$ cat config.mk
export PLATFORM = sky130hd
export DESIGN_NAME = uart_tx_engine
export DESIGN_NICKNAME = d
export VERILOG_FILES = /design/src/rtl/uart_tx_engine.sv
export SDC_FILE = /design/constraint.sdc
export NUM_CORES = 1
export LEC_CHECK = 0
export CAP_MARGIN = 5
export CORE_MARGIN = 5
export CORE_UTILIZATION = 35
export CTS_CLUSTER_SIZE = 12
export DETAILED_ROUTE_END_ITERATION = 6
export GPL_TIMING_DRIVEN = 0
export PLACE_DENSITY = 0.66
export SLEW_MARGIN = 20
export SYNTH_ARGS = -nofsm -noshare
export SYNTH_HDL_FRONTEND = slang
export SYNTH_SLANG_ARGS = --single-unit
$ cat constraint.sdc
create_clock -name clk -period 3.1 [get_ports clk]
set_clock_uncertainty 0.1 [all_clocks]
set_input_delay 0.62 -clock clk [delete_from_list [all_inputs] [get_ports clk]]
set_output_delay 0.62 -clock clk [all_outputs]
set_load 0.05 [all_outputs]
$ cat src/rtl/uart_tx_engine.sv
// UART transmit engine: one-entry holding register feeding a start/data/
// parity/stop frame shifter, with gapless back-to-back frames.
module uart_tx_engine #(
    parameter int DATA_BITS    = 8,
    parameter int CLKS_PER_BIT = 16,
    parameter int PARITY_MODE  = 1,
    parameter int STOP_BITS    = 1
) (
    input  logic                 clk,
    input  logic                 reset_n,
    input  logic [DATA_BITS-1:0] tx_data,
    input  logic                 tx_valid,
    output logic                 tx_ready,
    output logic                 tx,
    output logic                 tx_busy,
    output logic                 tx_done
);

    localparam int BW = $clog2(CLKS_PER_BIT);
    localparam int IW = $clog2(DATA_BITS);
    localparam logic [BW-1:0] BAUD_LAST = BW'(CLKS_PER_BIT - 1);
    localparam logic [IW-1:0] IDX_LAST  = IW'(DATA_BITS - 1);
    localparam logic          STOP_LAST = (STOP_BITS == 2);

    typedef enum logic [2:0] {
        IDLE,
        START,
        DATA,
        PARITY,
        STOP
    } state_t;

    state_t                state_q, state_d;
    logic [DATA_BITS-1:0]  hold_q, hold_d;
    logic                  hold_full_q, hold_full_d;
    logic [DATA_BITS-1:0]  shift_q, shift_d;
    logic                  par_q, par_d;
    logic [BW-1:0]         baud_q, baud_d;
    logic [IW-1:0]         idx_q, idx_d;
    logic                  stop_q, stop_d;
    logic                  tx_q, tx_d;

    logic bit_end;
    logic accept;
    logic load;

    assign bit_end  = (baud_q == BAUD_LAST);
    assign accept   = tx_valid && !hold_full_q;
    assign tx_ready = !hold_full_q;
    assign tx       = tx_q;
    assign tx_busy  = (state_q != IDLE);
    assign tx_done  = (state_q == STOP) && bit_end && (stop_q == STOP_LAST);

    always_comb begin
        state_d     = state_q;
        hold_d      = hold_q;
        hold_full_d = hold_full_q;
        shift_d     = shift_q;
        par_d       = par_q;
        baud_d      = baud_q;
        idx_d       = idx_q;
        stop_d      = stop_q;
        tx_d        = tx_q;
        load        = 1'b0;

        if (state_q != IDLE) begin
            baud_d = bit_end ? '0 : baud_q + BW'(1);
        end

        unique case (state_q)
            IDLE: begin
                load = hold_full_q;
            end
            START: begin
                if (bit_end) begin
                    state_d = DATA;
                    idx_d   = '0;
                    tx_d    = shift_q[0];
                end
            end
            DATA: begin
                if (bit_end) begin
                    if (idx_q == IDX_LAST) begin
                        if (PARITY_MODE != 0) begin
                            state_d = PARITY;
                            tx_d    = par_q;
                        end else begin
                            state_d = STOP;
                            stop_d  = 1'b0;
                            tx_d    = 1'b1;
                        end
                    end else begin
                        idx_d   = idx_q + IW'(1);
                        shift_d = shift_q >> 1;
                        tx_d    = shift_q[1];
                    end
                end
            end
            PARITY: begin
                if (bit_end) begin
                    state_d = STOP;
                    stop_d  = 1'b0;
                    tx_d    = 1'b1;
                end
            end
            STOP: begin
                if (bit_end) begin
                    if (stop_q == STOP_LAST) begin
                        if (hold_full_q) begin
                            load = 1'b1;
                        end else begin
                            state_d = IDLE;
                            tx_d    = 1'b1;
                        end
                    end else begin
                        stop_d = 1'b1;
                    end
                end
            end
            default: begin
                state_d = IDLE;
            end
        endcase

        // Loading empties holding; a new word can only land once it is empty.
        if (load) begin
            state_d     = START;
            shift_d     = hold_q;
            par_d       = (PARITY_MODE == 1) ? ~^hold_q : ^hold_q;
            hold_full_d = 1'b0;
            baud_d      = '0;
            tx_d        = 1'b0;
        end
        if (accept) begin
            hold_d      = tx_data;
            hold_full_d = 1'b1;
        end
    end

    always_ff @(posedge clk or negedge reset_n) begin
        if (!reset_n) begin
            state_q     <= IDLE;
            hold_q      <= '0;
            hold_full_q <= 1'b0;
            shift_q     <= '0;
            par_q       <= 1'b0;
            baud_q      <= '0;
            idx_q       <= '0;
            stop_q      <= 1'b0;
            tx_q        <= 1'b1;
        end else begin
            state_q     <= state_d;
            hold_q      <= hold_d;
            hold_full_q <= hold_full_d;
            shift_q     <= shift_d;
            par_q       <= par_d;
            baud_q      <= baud_d;
            idx_q       <= idx_d;
            stop_q      <= stop_d;
            tx_q        <= tx_d;
        end
    end

endmodule

==> flow_summary_export.csv, run 1 <==
group,metric,value,unit
route,wl_met3,128,um
route,drt_iter0_drc,120,
floorplanning,num_rows,23,
clock_tree,cts_buffers,5,
finish,areaGrowthSynthToFinish,19.6,%
clock_tree,insertion_delay,280,ps
timing,setup_viol,0,
route,wl_met2,1220,um
setup_path,criticalPathCategory,"reg -> out",
min_path,hold_class,"in -> async",
clock_tree,clock_path_buffers,2,
setup_path,cp-end-kind,"output port",
timing,postLayoutSetupSlackWorst,307,ps
power_and_ir_drop,p_leak,0.778,nW
finish,multi_input_area,653,sq um
global_route,grtUsageTotal,0.115,
run_status,outcome,"finished clean",
logic_synthesis,syn_area,1450,sq um
route,firstDrtPassIters,4,
route,antenna_left,0,
floorplanning,die_area,5520,sq um
clock_tree,postCtsSetupRepairBufs,0,
route,via_count,1031,
timing,timing.hold.ws,256,ps
finish,design_area,1730,sq um
floorplanning,initial_core_util,0.362,
logic_synthesis,synth_nets,142,
run,maxCapViolations,0,
setup_path,required,2380,ps
global_route,overflow,0,
timing,fmax,358,MHz
timing,slew-limit-headroom,0.579,
setup_path,crit_chain,"buf_6 > nor3_1 > inv_1 > clkdlybuf4s50_1",
floorplanning,io_pins,15,
floorplanning,fp.dieW,74.3,um
clock_tree,path_clk_slew,60,ps
finish,final_core_util,0.432,
global_route,grt_start_max_net_pins,30,
logic_synthesis,synth_cell_types,35,
placed_design,place.gp.congestion,0.724,
timing,min_period,2790,ps
power_and_ir_drop,ir_drop,0.384,mV
finish,instances_no_fill,200,
finish,diodes,0,
clock_tree,holdBufCountCts,0,
logic_synthesis,ys_seq_elements,29,
timing,post-route-period-util,0.901,
logic_synthesis,avgSynthCellArea,11.3,sq um
timing,final-max-slew-violation-count,0,
timing,setup_tns,0,ps
power_and_ir_drop,finalPower,1.57,mW
floorplanning,die_y,74.3,um
placed_design,port_buffers,14,
logic_synthesis,syn_inst,128,
setup_path,startpoint_type,"flip-flop",
clock_tree,cts_sinks,29,
floorplanning,core-area,4000,sq um
setup_path,critPathTopFamily,"buffers and inverters",
timing,tightest_slew,631,ps
clock_tree,clock_tree.root_cell,"clkbuf_8",
route,drt-vias-per-instance,5.16,
setup_path,critPathArrivalTime,2070,ps
global_route,grt_pass1_wl,4830,um
finish,drive_gt1_frac,0.167,
clock_tree,cts_tree,"built",
placed_design,dp_hpwl,1910,um
route,top_layer,"met4",
timing,rsz0062_at_grt,"no",
setup_path,worst_path_largest_cell_delay,730,ps
route,wl_per_cell,13.2,um
placed_design,dp.cells,192,
logic_synthesis,ys_warn_count,0,
route,drt-total-wl,2650,um
clock_tree,cts_resized,0,
setup_path,cp.buffers_inverters,3,
global_route,grt_pass1_vias,1078,
placed_design,place_area,1640,sq um
route,drcViolationCount,0,
finish,fin_nets,163,
finish,regArea,727,sq um
placed_design,pre_cts_ws,339,ps
setup_path,slowest_stage,"clkdlybuf4s50_1",
route,drt-met1-wl,1220,um
logic_synthesis,yosysSeqAreaShare,0.503,
setup_path,worst-path-max-fanout,10,
timing,hold_viol_final,0,
power_and_ir_drop,power_density,906,nW/um^2
clock_tree,h-tree-depth,2,
global_route,antenna_found_initial,0,
finish,nFillCells,378,
==> per-layer routing <==
layer / GRT usage / vias up
li1: - / 505
met1: 0.148 / 495
met2: 0.168 / 21
met3: 0.0351 / 10
met4: 0.0731 / 0
met5: 0 / -
==> final timing paths <==
path / start / endpoint / slack [ps] / depth (start not counted)
setup / recovery: state_q[1]$_DFFE_PN0P_ / tx_busy / 310 / 4
hold / removal: reset_n / shift_q[7]$_DFFE_PN0P_ / 260 / 1
setup reg to reg: baud_q[0]$_DFFE_PN0P_ / par_q$_DFFE_PN0P_ / 1090 / 5
hold reg to reg: shift_q[2]$_DFFE_PN0P_ / shift_q[2]$_DFFE_PN0P_ / 380 / 1
max in group asynchronous: reset_n / hold_q[6]$_DFFE_PN0P_ / 2230 / 1
min in group clk: shift_q[2]$_DFFE_PN0P_ / shift_q[2]$_DFFE_PN0P_ / 380 / 1
==> cell type report <==
cell class              instances  area share
clock buffers                   6      0.0420
inverters                       3     0.00651
repair buffers                 14      0.0796
plain buffers                   8      0.0318
clock inverters                 2     0.00579
flip-flops and latches         29       0.420
multi-input cells              88       0.378
well taps                      50      0.0362
==> synthesized netlist by cell type <==
library cell,number,area [sq um]
a21o_1,7,52.6
a311oi_1,1,8.76
nor3_1,2,10.0
nand2b_1,1,6.26
buf_6,3,33.8
nor2_1,8,30.0
a21boi_0,1,7.51
mux2_1,1,11.3
nand2_1,8,30.0
dfstp_2,1,26.3
maj3_1,1,10.0
o22a_1,1,8.76
mux2_2,10,113
nor2b_1,1,6.26
nand3b_1,1,7.51
xnor2_1,7,61.3
o31ai_1,1,7.51
clkbuf_1,3,11.3
ha_1,3,37.5
or2_1,1,6.26
a21oi_1,2,10.0
o41ai_1,1,8.76
o311ai_0,1,8.76
o32a_1,1,10.0
and4b_1,1,10.0
o21ai_0,10,50.1
nand4_1,1,6.26
xor2_1,1,8.76
inv_1,3,11.3
and3_1,2,12.5
a211oi_4,1,20.0
buf_2,2,10.0
a22o_1,9,78.8
nand3_1,3,15.0
dfrtp_1,28,701
==> where the power goes <==
group          internal [mW]  switching (mW)
Sequential             0.536           0.127
Clock                  0.155           0.138
Combinational          0.329           0.282
==> cell families (layout without fill, tap and decap cells) <==
group	after synthesis	in the layout	synth area share
AO/OA/AOI/OAI	36	36	0.188
XOR/XNOR	8	8	0.0484
adder cells (fa/ha/maj)	4	4	0.0329
buffers and inverters	11	33	0.0458
flip-flops	29	29	0.503
multiplexers	11	11	0.0856
AND/OR/NAND/NOR	29	29	0.0969
==> placed cells by master (no fill, tap or decap), types with 4 or more instances in the layout <==
cell,Yosys,layout
clkbuf_8,0,5
xnor2_1,7,7
a21o_1,7,7
clkbuf_1,3,4
nor2_1,8,8
nand2_1,8,8
a22o_1,9,9
mux2_2,10,10
o21ai_0,10,10
dfrtp_1,28,28
clkdlybuf4s50_1,0,12
==> sequential cells by signal, indices dropped and copies added, names as in the netlist <==
register,flops
baud_q,4
state_q,3
shift_q,8
idx_q,3
hold_q,8
hold_full_q,1
par_q,1
tx,1
Power figures use the tool's default switching activity.
==> run 2: changes to the inputs <==
--- a/config.mk
+++ b/config.mk
@@ -6,6 +6,7 @@
 export NUM_CORES = 1
 export LEC_CHECK = 0
 export CAP_MARGIN = 5
+export CORE_ASPECT_RATIO = 0.75
 export CORE_MARGIN = 5
 export CORE_UTILIZATION = 35
 export CTS_CLUSTER_SIZE = 12
==> run 2 against run 1 <==
  * Clock power is 3% higher
  * Core utilization fell by 0.25 points
  * Largest power group unchanged
  * Final area grew 0.14%
  * Via count is 0.78% lower
  * First-iteration DRC count is 49% lower
  * Count of clock-buffer cells in the layout unchanged
  * Maximum frequency decreased by 1.1%
  * Hold slack is essentially flat
  * Die area up 0.24%
  * Global-route usage is 0.45 points lower
  * Total power rose by 0.61%
  * Largest cell class unchanged
==> flow_summary_export.csv, run 2 (synthesis gave the netlist of run 1 again) <==
group,metric,value,unit
run_status,outcome,"finished clean",
power_and_ir_drop,ir_drop,0.442,mV
placed_design,pre_cts_ws,306,ps
finish,fin_nets,163,
global_route,grt_pass1_wl,4750,um
finish,nFillCells,386,
power_and_ir_drop,p_leak,0.764,nW
clock_tree,cts_sinks,29,
global_route,grtUsageTotal,0.111,
floorplanning,fp.dieW,84.2,um
route,antenna_left,0,
timing,setup_viol,0,
floorplanning,initial_core_util,0.359,
floorplanning,core-area,4030,sq um
setup_path,critPathArrivalTime,2100,ps
setup_path,critPathLaunch,"baud_q[0]$_DFFE_PN0P_",
placed_design,dp_hpwl,1960,um
finish,areaGrowthSynthToFinish,19.7,%
clock_tree,holdBufCountCts,0,
global_route,antenna_found_initial,0,
route,drt-total-wl,2770,um
setup_path,worst-path-max-fanout,6,
global_route,grt_start_max_net_pins,30,
clock_tree,cts_tree,"built",
global_route,grt_pass1_vias,1051,
finish,mostFrequentLayoutCells,"dfrtp_1 (28), clkdlybuf4s50_1 (12), mux2_2 (10), o21ai_0 (10), a22o_1 (9)",
clock_tree,clock_tree.root_cell,"clkbuf_8",
finish,instances_no_fill,205,
setup_path,endpoint,"tx_done",
floorplanning,num_rows,20,
clock_tree,insertion_delay,290,ps
timing,tightest_slew,646,ps
clock_tree,postCtsSetupRepairBufs,0,
clock_tree,h-tree-depth,2,
setup_path,startpoint_type,"flip-flop",
finish,layout_commonest_cell,"dfrtp_1",
timing,post-route-period-util,0.911,
timing,final-max-slew-violation-count,0,
timing,slew-limit-headroom,0.569,
timing,setup_tns,0,ps
finish,reg_top3,"hold_q (8), shift_q (8), baud_q (4)",
setup_path,criticalPathCategory,"reg -> out",
placed_design,place.gp.congestion,0.753,
timing,min_period,2820,ps
timing,rsz0062_at_grt,"no",
setup_path,r2r_start,"baud_q[0]$_DFFE_PN0P_",
clock_tree,clock_path_buffers,2,
setup_path,rr_endpoint,"par_q$_DFFE_PN0P_",
global_route,overflow,0,
floorplanning,die_area,5530,sq um
finish,regArea,727,sq um
route,top_layer,"met4",
power_and_ir_drop,power_density,911,nW/um^2
clock_tree,cts_resized,1,
setup_path,regToRegSetupSlack,1040,ps
floorplanning,die_y,65.7,um
run,maxCapViolations,0,
timing,hold_viol_final,0,
finish,multi_input_area,653,sq um
placed_design,dp.cells,197,
finish,final_core_util,0.430,
route,drt_iter0_drc,61,
placed_design,port_buffers,14,
route,via_count,1023,
floorplanning,io_pins,15,
clock_tree,cts_buffers,5,
timing,postLayoutSetupSlackWorst,276,ps
setup_path,cp-end-kind,"output port",
finish,diodes,0,
timing,fmax,354,MHz
route,drt-met1-wl,1360,um
route,firstDrtPassIters,4,
route,wl_met3,119,um
setup_path,reg2regPathDepth,5,
route,drcViolationCount,0,
min_path,hold_class,"in -> async",
setup_path,required,2380,ps
clock_tree,path_clk_slew,70,ps
finish,drive_gt1_frac,0.167,
route,wl_met2,1240,um
route,wl_per_cell,13.5,um
route,drt-vias-per-instance,4.99,
==> run 2: cell types whose count changed in the layout (fill, tap and decap cells not counted), sizes merged <==
cell	delta
dlymetal6s2s	-1
dlygate4sd2	+1
==> run 2: layout make-up <==
cell class / instances / area share
sequential: 29 / 0.420
multi-input combinational: 88 / 0.377
buffer: 8 / 0.0318
timing repair buffer: 14 / 0.0773
tap: 55 / 0.0397
clock buffer: 6 / 0.0419
clock inverter: 2 / 0.00578
inverter: 3 / 0.00650
==> run 2: how the worst min path moves through the flow <==
stage                                 from                      to  slack, ps  cells after the start
detailed placement  shift_q[5]$_DFFE_PN0P_  shift_q[5]$_DFFE_PN0P_        370                      1
global placement    shift_q[6]$_DFFE_PN0P_  shift_q[6]$_DFFE_PN0P_        360                      1
CTS                                reset_n   hold_q[6]$_DFFE_PN0P_        280                      1
floorplan                          reset_n   baud_q[0]$_DFFE_PN0P_        220                      0
global route                       reset_n   hold_q[6]$_DFFE_PN0P_        320                      1
finish                             reset_n   hold_q[6]$_DFFE_PN0P_        260                      1
==> run 2: through the flow <==
stage | area [sq um] | hold slack (ps) | power (mW)
after floorplan | 1450 | 224 | 1.14
after global placement | 1660 | 363 | 1.25
after detailed placement | 1650 | 372 | 1.29
after CTS | 1730 | 280 | 1.59
after global routing | 1730 | 324 | 1.69
final | 1730 | 255 | 1.58
==> run 2: metal layers <==
| metal | up-vias | global-route usage |
|---|---|---|
| met3 | 5 | 0.0414 |
| met1 | 497 | 0.134 |
| li1 | 504 | - |
| met5 | - | 0 |
| met2 | 17 | 0.175 |
| met4 | 0 | 0.0502 |
==> run 2: critical path, cell delays in order (launching register included) <==
cell and delay, ps:
dfrtp_1 410, ha_1 240, and3_1 170, clkbuf_1 230, nand2_1 90, nor2_1 110, dlygate4sd2_1 540
==> run 2: power breakdown <==
group	internal (mW)	switching, mW
Clock	0.155	0.147
Sequential	0.535	0.127
Combinational	0.330	0.282
Total	1.02	0.556
==> run 3: changes to the inputs <==
--- a/config.mk
+++ b/config.mk
@@ -12,7 +12,7 @@
 export CTS_CLUSTER_SIZE = 12
 export DETAILED_ROUTE_END_ITERATION = 6
 export GPL_TIMING_DRIVEN = 0
-export PLACE_DENSITY = 0.66
+export PLACE_DENSITY_LB_ADDON = 0.12
 export SLEW_MARGIN = 20
 export SYNTH_ARGS = -nofsm -noshare
 export SYNTH_HDL_FRONTEND = slang
==> constraint.sdc (replaced) <==
create_clock -name clk -period 3.6 [get_ports clk]
set_clock_uncertainty 0.1 [all_clocks]
set_input_delay 0.72 -clock clk [delete_from_list [all_inputs] [get_ports clk]]
set_output_delay 0.72 -clock clk [all_outputs]
set_load 0.05 [all_outputs]
==> run 3 against run 2 <==
  * Combinational power is 14% lower
  * Sequential power shrank 13%
  * Total power down 15%
  * Register-to-register slack better by 520 ps
  * Final area barely moved
  * First-iteration DRC count is 21% lower
  * Highest routed layer unchanged
  * Flip-flop and latch count stayed put
  * Hold slack better by 120 ps
  * Die area unchanged
  * Global-route usage up 0.29 points
  * Via count shrank 0.39%
==> flow_summary_export.csv, run 3 (synthesis gave the netlist of run 1 again) <==
group,metric,value,unit
run_status,outcome,"finished clean",
power_and_ir_drop,p_int,0.883,mW
placed_design,dp_hpwl,1980,um
timing,rsz0062_at_grt,"no",
global_route,grtUsageTotal,0.114,
power_and_ir_drop,switching_power,0.465,mW
placed_design,port_buffers,14,
finish,areaGrowthSynthToFinish,19.6,%
setup_path,required,2780,ps
finish,layout_commonest_cell,"dfrtp_1",
power_and_ir_drop,ir_drop,0.285,mV
power_and_ir_drop,p_clk_frac,0.185,
finish,nFillCells,400,
timing,hold_viol_final,0,
route,drt-total-wl,2780,um
power_and_ir_drop,comb_power_share,0.389,
route,wl_per_cell,13.6,um
placed_design,place_area,1650,sq um
timing,final-max-slew-violation-count,0,
clock_tree,cts_buffers,5,
route,drcViolationCount,0,
min_path,hold_class,"in -> async",
timing,setup_tns,0,ps
setup_path,worst-path-max-fanout,6,
clock_tree,path_clk_slew,60,ps
power_and_ir_drop,pwr-share-seq,0.426,
finish,drive_gt1_frac,0.153,
finish,multi_input_area,653,sq um
floorplanning,die_area,5530,sq um
run,maxCapViolations,0,
finish,design_area,1730,sq um
clock_tree,clock_path_buffers,2,
clock_tree,insertion_delay,280,ps
timing,post-route-period-util,0.867,
power_and_ir_drop,switching_share,0.345,
power_and_ir_drop,p_leak,0.753,nW
clock_tree,postCtsSetupRepairBufs,0,
setup_path,critPathArrivalTime,2300,ps
global_route,overflow,0,
global_route,grt_pass1_vias,1030,
power_and_ir_drop,finalPower,1.35,mW
route,drt-vias-per-instance,4.97,
power_and_ir_drop,power_density,779,nW/um^2
clock_tree,cts_sinks,29,
timing,min_period,3120,ps
placed_design,place.gp.congestion,0.755,
clock_tree,h-tree-depth,2,
route,via_count,1019,
route,drt_iter0_drc,48,
setup_path,startpoint_type,"flip-flop",
timing,fmax,320,MHz
timing,tightest_slew,661,ps
route,firstDrtPassIters,4,
finish,regArea,727,sq um
clock_tree,holdBufCountCts,0,
finish,reg_top3,"hold_q (8), shift_q (8), baud_q (4)",
clock_tree,clock_tree.root_cell,"clkbuf_8",
floorplanning,io_pins,15,
floorplanning,num_rows,20,
timing,slew-limit-headroom,0.559,
floorplanning,fp.dieW,84.2,um
floorplanning,die_y,65.7,um
finish,mostFrequentLayoutCells,"dfrtp_1 (28), clkdlybuf4s50_1 (13), mux2_2 (10), o21ai_0 (10), a22o_1 (9)",
global_route,antenna_found_initial,0,
floorplanning,initial_core_util,0.359,
clock_tree,cts_tree,"built",
global_route,grt_start_max_net_pins,30,
setup_path,criticalPathCategory,"reg -> out",
clock_tree,cts_resized,0,
finish,fin_nets,163,
route,antenna_left,0,
setup_path,cp-end-kind,"output port",
floorplanning,core-area,4030,sq um
timing,setup_viol,0,
global_route,grt_pass1_wl,4890,um
finish,diodes,0,
run 3: worst paths after layout:
check | start | to | slack (ps) | cells after the start
setup / recovery | baud_q[1]$_DFFE_PN0P_ | tx_done | 480 | 6
hold reg to reg | shift_q[3]$_DFFE_PN0P_ | shift_q[3]$_DFFE_PN0P_ | 380 | 1
hold / removal | reset_n | state_q[2]$_DFFE_PN0P_ | 370 | 1
max in group asynchronous | reset_n | shift_q[4]$_DFFE_PN0P_ | 2600 | 1
min in group clk | shift_q[3]$_DFFE_PN0P_ | shift_q[3]$_DFFE_PN0P_ | 380 | 1
setup reg to reg | baud_q[1]$_DFFE_PN0P_ | par_q$_DFFE_PN0P_ | 1560 | 5
run 3: area by class of cell:
cell class                 instances  share of cell area
inverter                           3             0.00651
multi-input combinational         88               0.377
tap                               55              0.0398
timing repair buffer              14              0.0781
buffer                             8              0.0318
sequential                        29               0.420
clock buffer                       8              0.0463
run 3: power by group through the flow:
stage	registers (mW)	logic (mW)	clock network, mW
2_1_floorplan	0.559	0.421	0
3_3_place_gp	0.574	0.524	0
3_5_place_dp	0.577	0.532	0
4_1_cts	0.573	0.534	0.262
5_1_grt	0.591	0.582	0.278
6_report	0.574	0.524	0.249
run 3: critical path, cell delays in order (launching register included):
cell             delay (ps)
dfrtp_1                 400
ha_1                    240
and3_1                  170
clkbuf_1                230
nand2_1                  80
nor2_1                   90
clkdlybuf4s50_1         800
run 3: layer usage:
| layer | routed length (um) | global-route usage | share of wire | up-vias |
|---|---|---|---|---|
| met1 | 1450 | 0.157 | 0.52 | 499 |
| met4 | 38 | 0.0542 | 0.014 | 0 |
| met3 | 110 | 0.0401 | 0.040 | 5 |
| li1 | - | - | - | 503 |
| met5 | 0 | 0 | 0 | - |
| met2 | 1180 | 0.156 | 0.42 | 12 |
run 3: per-stage QoR:
| stage | util | hold slack [ps] | setup WS (ps) | instances |
|---|---|---|---|---|
| after floorplan | - | 324 | 1140 | 128 |
| after global placement | 0.411 | 361 | 803 | 197 |
| after detailed placement | 0.410 | 367 | 771 | 197 |
| after CTS | 0.430 | 380 | 466 | 205 |
| after global routing | 0.430 | 390 | 351 | 205 |
| final | 0.430 | 372 | 480 | 205 |
